[src/rtl/fir_seq_filter.sv]
// fir_seq_filter: sequential FIR filter, one multiplier and one accumulator shared across all taps
module fir_seq_filter #(
   parameter int DW   = 8,
   parameter int CW   = 8,
   parameter int TAPS = 4,
   parameter int AW   = $clog2(TAPS),
   parameter int OW   = DW + CW + $clog2(TAPS)
) (
   input  logic                 clk,
   input  logic                 rst,
   input  logic                 in_valid,
   output logic                 in_ready,
   input  logic signed [DW-1:0] x_in,
   input  logic                 coef_we,
   input  logic [AW-1:0]        coef_addr,
   input  logic signed [CW-1:0] coef_data,
   output logic                 out_valid,
   input  logic                 out_ready,
   output logic signed [OW-1:0] y_out
);
   typedef enum logic [1:0] {IDLE, MAC, OUT} state_t;
   state_t state, nxt;
   logic signed [DW-1:0]    x_dl [TAPS];
   logic signed [CW-1:0]    c [TAPS];
   logic signed [OW-1:0]    acc;
   logic [AW-1:0]           i;
   logic signed [DW+CW-1:0] prod;
   logic signed [OW-1:0]    sum;
   logic                    accept, last;
   assign in_ready  = state == IDLE;
   assign out_valid = state == OUT;
   assign accept    = in_valid && in_ready;
   assign last      = i == AW'(TAPS - 1);
   assign prod      = x_dl[i] * c[i];
   assign sum       = acc + OW'(prod);
   // state register; reset aborts any pass in flight
   always_ff @(posedge clk or posedge rst)
      if (rst) state <= IDLE;
      else state <= nxt;
   // next state: accept starts a pass, last tap finishes it, handshake retires the result
   always_comb begin
      nxt = state;
      if (state == IDLE && accept) nxt = MAC;
      else if (state == MAC && last) nxt = OUT;
      else if (state == OUT && out_ready) nxt = IDLE;
   end
   // datapath: delay line shift, MAC pass, result capture and coefficient writes
   always_ff @(posedge clk or posedge rst)
      if (rst) begin
         for (int k = 0; k < TAPS; k++) begin
            x_dl[k] <= '0;
            c[k]    <= '0;
         end
         acc   <= '0;
         i     <= '0;
         y_out <= '0;
      end else begin
         if (accept) begin
            x_dl[0] <= x_in;
            for (int k = 1; k < TAPS; k++) x_dl[k] <= x_dl[k-1];
            acc <= '0;
            i   <= '0;
         end
         if (state == MAC) begin
            acc <= sum;
            i   <= i + AW'(1);
            if (last) y_out <= sum;
         end
         if (coef_we && in_ready && 32'(coef_addr) < TAPS) c[coef_addr] <= coef_data;
      end
endmodule

[config.mk]
export PLATFORM = sky130hd
export DESIGN_NAME = fir_seq_filter
export DESIGN_NICKNAME = d
export VERILOG_FILES = /design/src/rtl/fir_seq_filter.sv
export SDC_FILE = /design/constraint.sdc
export NUM_CORES = 1
export LEC_CHECK = 0
export CAP_MARGIN = 30
export CORE_UTILIZATION = 55
export CTS_CLUSTER_SIZE = 28
export DETAILED_ROUTE_END_ITERATION = 10
export PLACE_DENSITY = 0.7
export RECOVER_POWER = 100
export SETUP_SLACK_MARGIN = 0.4
export SKIP_CTS_REPAIR_TIMING = 1
export SLEW_MARGIN = 20
export SYNTH_ARGS = -nofsm -noshare
export SYNTH_HDL_FRONTEND = slang
export SYNTH_SLANG_ARGS = --single-unit
[constraint.sdc]
create_clock -name clk -period 7.1 [get_ports clk]
set_input_delay 1.42 -clock clk [delete_from_list [all_inputs] [get_ports clk]]
set_output_delay 1.42 -clock clk [all_outputs]
set_load 0.1 [all_outputs]
==> out/metrics.cfg <==
[floorplanning]
dieArea_sq_um = 14380
start_util_pct = 57.07
core_sq_um = 13400
die_h_microns = 119.9
num_rows = 42
die_w_microns = 119.9
io-pin-count = 43

[cts]
clkTransAtPathRegs_ns = 0.07
cts_sinks = 104
cts_root_buf = clkbuf_16
cts_tree = yes
cts_buffers = 9
cts_htree_levels = 3
clk_latency_ns = 0.37
clock_path_buffers = 2

[sta]
hold_violations = 0
holdWs_ns = 0.4721
setup-violations-final = 0
skew_ns = 0.01370
rsz0062_at_grt = false
max-slew-margin-rel_pct = -126.4
fmax_ghz = 0.1559
tns_ns = 0
worst_pin_slew_ns = 3.396
period_minus_slack_ns = 6.415
min_period_over_period_pct = 90.35
drv_slew = 158

[grt]
grt_pass1_vias = 5477
antenna_found_initial = 0
track_usage_pct = 23.52
grt_pass1_wl_mm = 26.25
grt_overflow = 0
grt_max_degree = 67

[finish]
diodes = 0
syn_to_final_growth_pct = 10.88
final_layout_size_suffix_gt1_share_pct = 10.73
post-route-util_pct = 63.28
num-fill-cells = 1113
layout.nets = 896
register_area_sq_um = 2603
multi_input_area_sq_um = 4572

[drt]
ant_nets = 0
wl_per_cell_microns = 16.22
first_iter_violations = 285
drc = 0
drt-pass1-iter-count = 7
viasPerCell = 5.435
routed_wl_mm = 15.10
vias = 5060

[min_path]
hold_path.class = flop to flop

[logic_synthesis]
ys.warnings.count = 0
avgSynthCellArea_sq_um = 10.74
postSynthCellCount = 712
yosysTopAreaCell = dfrtp_1
synth_top_cells_by_count = nand2_1 (148), dfrtp_1 (104), inv_1 (86), fa_1 (80), ha_1 (43)
ys.flop_type = dfrtp_1
synth_area_sq_um = 7647
synth-edff-count = 0
seq_area_frac_synth_pct = 34.03
postSynth.asyncResetShare_pct = 100.0
synth_nets = 858
yosys-top-cells-area = dfrtp_1 (34%), fa_1 (21%), nand2_1 (7.3%), ha_1 (7.0%), mux2_2 (5.7%)
synth.distinct_cells = 50
ys_seq_elements = 104
synth_most_common_cell = nand2_1
yosys.area.top_type_share_pct = 34.03

[critical_path]
endpoint_kind = flop
crit_path_start_kind = flop
critPathMaxFanout = 13
worstPathRequired_ns = 7.35
worstPathArrival_ns = 6.67
setup.worst_path.class = flop to flop

[place]
gp_congestion = 0.8749
dp_hpwl_mm = 11.58
portBuffers = 42

[power]
ir_drop_mv = 0.1362
p_per_area_nw_per_um2 = 131.2
p_leak_nw = 4.302

[run]
maxCapViolCount = 3

[run_status]
outcome = complete, but fails checks
violations = max-capacitance violations, max-slew violations

## cell usage in the layout, fill, tap and decap left out, types with 19 or more instances in the layout
master         netlist  final
nand2_1            148    148
dfrtp_1            104    104
inv_1               86     85
fa_1                80     80
ha_1                43     43
mux2_2              39     38
and2_1              38     33
o21ai_0             27     28
dlygate4sd3_1        0     25
nand3_1             19     19
## path summary, 6_finish.rpt
kind / from / endpoint / slack (ns) / cells past startpoint
worst min-delay path: y_out[9]$_DFFE_PP0P_ / y_out[9]$_DFFE_PP0P_ / 0.47 / 2
worst max register to register: i[0]$_DFFE_PP0P_ / acc[16]$_DFFE_PP0P_ / 0.69 / 16
worst min register to register: y_out[9]$_DFFE_PP0P_ / y_out[9]$_DFFE_PP0P_ / 0.47 / 2
worst max-delay path: i[0]$_DFFE_PP0P_ / acc[16]$_DFFE_PP0P_ / 0.69 / 16
min in group asynchronous: rst / acc[3]$_DFFE_PP0P_ / 1.91 / 2
max in group asynchronous: rst / c[24]$_DFFE_PP0P_ / 1.37 / 3
## power by group
part           total, mW  leakage [nW]  switching (mW)  internal (mW)
clock network      0.495         0.144           0.240          0.255
registers          0.592          1.34               0          0.592
logic             0.0253          2.81          0.0148         0.0105
total               1.11          4.30           0.255          0.858
## layer usage
metal | up-vias | global-route usage (%) | wire length [microns]
li1 | 2370 | - | -
met1 | 2554 | 32.01 | 6875
met2 | 115 | 37.68 | 7342
met3 | 21 | 5.608 | 701
met4 | 0 | 6.797 | 184
met5 | - | 0 | 0
## registers in the layout, summed over array words and instances (netlist names)
register,cells
acc,18
c,32
i,2
state,2
x_dl,32
y_out,18
## per-stage QoR
step           instance area [sq um]  cells  worst slack [ns]  total power [mW]
4_1_cts                         8508    930            0.8526             1.125
3_3_place_gp                    8215    914             1.038            0.6304
6_report                        8479    931            0.6854             1.112
2_1_floorplan                   7647    712             1.548            0.6127
3_5_place_dp                    8217    914            0.8469            0.6312
5_1_grt                         8479    931            0.2968             1.150
## cell type report
class                           count  area share [%]
Multi-Input combinational cell    500           53.92
Sequential cell                   104           30.69
Timing Repair Buffer               49           5.533
Inverter                           86           3.822
Clock buffer                       11           2.863
Tap cell                          176           2.597
Clock inverter                      5          0.5755
## worst max-delay path, stage by stage, from the launching register on
cell and delay (ns):
dfrtp_1 0.77, mux4_2 0.46, and2_1 0.61, inv_1 0.12, fa_1 0.50, inv_1 0.05, fa_1 0.51, fa_1 0.44
fa_1 0.52, fa_1 0.49, ha_1 0.36, and3_1 0.21, a221oi_1 0.54, o21ai_2 0.13, a31oi_1 0.25, a211oi_1 0.10
a311oi_1 0.24
## logic make-up after synthesis
kind of cell | synth area share (%)
buf+inv | 5.792
mux | 10.29
flops | 34.03
simple gates | 14.15
fa+ha+maj | 27.98
xor+xnor | 2.176
compound gates | 5.579
No activity file was read; power rests on OpenSTA's default activity.
